`config.mk`:
```
export PLATFORM = sky130hd
export DESIGN_NAME = fifo_stream_reader
export DESIGN_NICKNAME = d
export VERILOG_FILES = /design/src/rtl/fifo_stream_reader.sv
export SDC_FILE = /design/constraint.sdc
export NUM_CORES = 1
export LEC_CHECK = 0
export BUFFER_PORTS_ARGS = -buffer_cell sky130_fd_sc_hd__buf_2
export CAP_MARGIN = 15
export CORE_UTILIZATION = 45
export CTS_CLUSTER_SIZE = 30
export DETAILED_ROUTE_END_ITERATION = 8
export GPL_TIMING_DRIVEN = 0
export PLACE_DENSITY = 0.67
export SKIP_CTS_REPAIR_TIMING = 1
export SYNTH_ARGS = -nofsm -noshare
export SYNTH_HDL_FRONTEND = slang
export SYNTH_SLANG_ARGS = --single-unit
```
`constraint.sdc`:
```
create_clock -name clock -period 2.29 [get_ports clock]
set_input_delay 0.458 -clock clock [delete_from_list [all_inputs] [get_ports clock]]
set_output_delay 0.458 -clock clock [all_outputs]
set_load 0.005 [all_outputs]
```
`src/rtl/fifo_stream_reader.sv`:
```
// fifo_stream_reader: read-side controller for an 8-deep synchronous byte FIFO.
// It issues read requests (fifo_rn) and captures each word one cycle after its request.
// Words are re-presented in order on a valid/ready stream through a 2-entry skid buffer.
// Optional feature macro: FIFO_READER_COUNT_EN adds the rd_count delivered-word counter.
// When the macro is defined, the CNT_W parameter is added as well.
module fifo_stream_reader #(
    parameter int DATA_W = 8
`ifdef FIFO_READER_COUNT_EN
    , parameter int CNT_W = 16
`endif
) (
    input  logic              clock,
    input  logic              reset_n,
    input  logic              fifo_empty,
    input  logic              fifo_wr_busy,
    output logic              fifo_rn,
    input  logic [DATA_W-1:0] fifo_dout,
    output logic              out_valid,
    output logic [DATA_W-1:0] out_data,
    input  logic              out_ready
`ifdef FIFO_READER_COUNT_EN
    , output logic [CNT_W-1:0] rd_count
`endif
);

    typedef enum logic [1:0] {
        EMPTY = 2'd0,
        ONE   = 2'd1,
        TWO   = 2'd2
    } occ_e;

    occ_e              occ_q, occ_d;
    logic              inflight_q, inflight_d;
    logic              out_valid_q, out_valid_d;
    logic [DATA_W-1:0] head_q, head_d;
    logic [DATA_W-1:0] tail_q, tail_d;
    logic              pop;
    logic [1:0]        level;

    // Read issue: this cycle's pop frees a slot, so it is subtracted before the space test
    always_comb begin
        pop     = out_valid_q & out_ready;
        level   = 2'(occ_q) + {1'b0, inflight_q} - {1'b0, pop};
        fifo_rn = reset_n & ~fifo_empty & ~fifo_wr_busy & (level < 2'd2);
    end

    // Next-state for the skid buffer: capture the in-flight word at the tail, pop from the head
    always_comb begin
        occ_d      = occ_q;
        head_d     = head_q;
        tail_d     = tail_q;
        inflight_d = fifo_rn;
        case ({inflight_q, pop})
            2'b10: begin
                if (occ_q == EMPTY) begin
                    head_d = fifo_dout;
                    occ_d  = ONE;
                end else begin
                    tail_d = fifo_dout;
                    occ_d  = TWO;
                end
            end
            2'b01: begin
                head_d = tail_q;
                occ_d  = (occ_q == TWO) ? ONE : EMPTY;
            end
            2'b11: begin
                // Occupancy is unchanged; with two entries the tail shifts up before the new word lands
                if (occ_q == TWO) begin
                    head_d = tail_q;
                    tail_d = fifo_dout;
                end else begin
                    head_d = fifo_dout;
                end
            end
            default: ;
        endcase
        out_valid_d = (occ_d != EMPTY);
    end

    // Buffer state registers; reset discards held and in-flight words
    always_ff @(posedge clock or negedge reset_n) begin
        if (!reset_n) begin
            occ_q       <= EMPTY;
            inflight_q  <= 1'b0;
            out_valid_q <= 1'b0;
            head_q      <= '0;
            tail_q      <= '0;
        end else begin
            occ_q       <= occ_d;
            inflight_q  <= inflight_d;
            out_valid_q <= out_valid_d;
            head_q      <= head_d;
            tail_q      <= tail_d;
        end
    end

    assign out_valid = out_valid_q;
    assign out_data  = head_q;

`ifdef FIFO_READER_COUNT_EN
    logic [CNT_W-1:0] rd_count_q, rd_count_d;

    // Delivered-word count, wrapping naturally at 2^CNT_W
    always_comb begin
        rd_count_d = rd_count_q + CNT_W'(pop);
    end

    // Counter register
    always_ff @(posedge clock or negedge reset_n) begin
        if (!reset_n) begin
            rd_count_q <= '0;
        end else begin
            rd_count_q <= rd_count_d;
        end
    end

    assign rd_count = rd_count_q;
`endif

endmodule

```
==> out/results.txt <==
Status - complete, no violations
Worst EP arrival - 1790 ps
Worst Reg-to-Reg Cells - 6
R2r setup slk - 370 ps
Placed cell count - 141
Vias - 825
Via density - 5.574
CP Data Required Time - 1830 ps
Share of cells above drive strength 1 - 0.4215
Post-Syn Area per Cell - 11.04 sq um
Most frequent cell after synthesis - dfrtp_1
Root buf cell - clkbuf_4
Final setup skew - 7.565 ps
# rows - 16
CP startpoint kind - register
Pwr per Cell Area - 1093 mW/mm^2
Pleak - 0.5924 nW
Non-filler cells in the finished layout - 148
Worst reg2reg endpoint - tail_q[3]$_DFFE_PN0P_
Fin worst setup slack - 42.73 ps
Number of buffers added on ports - 22
Final nets - 140
Grt met2 use - 0.2968
Starting Density - 0.4975
Grt ovf - 0
Ports - 23
GR Util met1 - 0.2704
Die W - 49.52 um
Final hold vios - 0
Clk Latency, worst-skew pair - 300 ps
Layout area overhead - 27.09%
Max Freq - 445.0 MHz
Final wirelength - 2.170 mm
Setup slack at placement - -34.65 ps
Post-DP HPWL - 1.522 mm
Grt peak-use layer - met2
Core ar. - 0.002042 sq mm
VDD IR-drop max - 0.7185 mV
Synth cell types - 29
Grt met3 use - 0.02160
CTS buffer count - 3
Post-Syn Nets - 110
Crit Path Max Fanout - 4
Post-synth EDFFs - 0
Wire per inst - 14.66 um
Die height - 49.52 um
Post-route cell area - 0.001291 sq mm
Ys Warns - 0
Rel. slew slack - 0.7053
Sequential share of the synthesized area - 0.4926
#FFs+latches synth - 20
First-pass GRT wire length - 3.539 mm
WHS - 78.01 ps
Synth top area cells - dfrtp_1 (49%), mux2_2 (8.9%), ha_1 (6.2%)
Post-synth ARST share - 1.000
Gp weighted congestion - 0.7250
DRT iter0 DRCs - 20
Final Cycle Share - 0.9813
Cell Area, Placed - 0.001160 sq mm
Clock-pin transition on the worst setup and hold timing paths - 120 ps
Final Core Density - 0.6324
Setup violations, final - 0
# DRC - 0
Synth Flop Type - dfrtp_1
Critical Path Sink Type - output pin
Largest net degree at the start of global routing - 22
Synth area leader - dfrtp_1
Fill cell count - 179
CTS tree - done
Overall routing resource usage - 0.1879
CTS Buffer Depth - 2
Multi-input logic area - 525.5 sq um
Slew @ Worst Pin - 440.6 ps
CTS H-tree depth - 1
Cells after synthesis - 92
CTS sink cnt - 20
Reg-to-Reg Start - out_valid$_DFF_PN0_
Sequential cell area - 500.5 sq um
Vias in the first global route - 759
Tmin final - 2247 ps
Share of the synthesized area in the top cell type - 0.4926
Mapped cell area - 0.001016 sq mm
Worst min path class - in2async
Worst Setup Path Type - reg2out
Final Max Slew Viols - 0
Initial DRT Pass Iterations - 4
Initial antenna violation count - 0
Max-cap violation count - 0
Ant diodes - 0
Die area - 0.002452 sq mm
Antenna Nets Post-Route - 0
worst max-delay path, cell delays in order (launching register included):
cell and delay, ps:
dfrtp_1 390, and2_4 170, ha_4 260, nor2b_4 150, xnor2_2 80, nor4b_2 300
buf_2 160
layout by cell type (no fill, tap or decap), types with 2 or more instances in the layout:
cell / instances
ha_4: 2
clkbuf_1: 3
o21ai_0: 8
clkbuf_4: 3
buf_2: 23
dfrtp_1: 20
a31oi_1: 8
mux2_2: 8
xnor2_2: 2
a21oi_1: 8
nand3_1: 8
buf_4: 4
ha_1: 3
sequential cells by signal, indices dropped and copies added (netlist names):
register	cells
out_data	8
out_valid	1
tail_q	8
inflight_q	1
occ_q	2
worst max path at each step:
stage,slack (ps),cells past startpoint,from,end
after floorplan,270,5,out_ready,fifo_rn
after global placement,0.1,7,out_ready,fifo_rn
after detailed placement,-30,7,out_ready,fifo_rn
after CTS,-220,6,out_valid$_DFF_PN0_,fifo_rn
after global routing,-20,6,out_valid$_DFF_PN0_,fifo_rn
final,40,6,out_valid$_DFF_PN0_,fifo_rn
area by class of cell:
| type | count | share of cell area |
|---|---|---|
| sequential | 20 | 0.3876 |
| tap | 27 | 0.02616 |
| multi-input combinational | 63 | 0.4070 |
| buffer | 6 | 0.02713 |
| clock buffer | 3 | 0.01744 |
| timing repair buffer | 25 | 0.1027 |
| inverter | 3 | 0.008721 |
| clock inverter | 1 | 0.02326 |
cell families after synthesis:
kind of cell	Yosys count	share of synthesized area
AO/OA/AOI/OAI	29	0.1810
flip-flops	20	0.4926
AND/OR/NAND/NOR	18	0.1035
buffers and inverters	9	0.04556
multiplexers	9	0.09853
adder cells (fa/ha/maj)	5	0.06158
XOR/XNOR	2	0.01724
report_power, final:
group / internal [mW] / total (mW) / switching [mW]
logic: 0.288 / 0.555 / 0.267
registers: 0.498 / 0.571 / 0.0725
clock network: 0.177 / 0.286 / 0.109
metal layers:
layer | vias up | wire, um
li1 | 392 | -
met1 | 401 | 1031
met2 | 30 | 1022
met3 | 2 | 104
met4 | 0 | 11
met5 | - | 0
stage by stage:
step           power, mW  TNS (ps)
6_report           1.412         0
5_1_grt            1.508    -21.04
4_1_cts            1.356    -220.1
3_5_place_dp       1.072    -34.65
3_3_place_gp       1.048         0
2_1_floorplan     0.9071         0
Power figures use the tool's default switching activity.
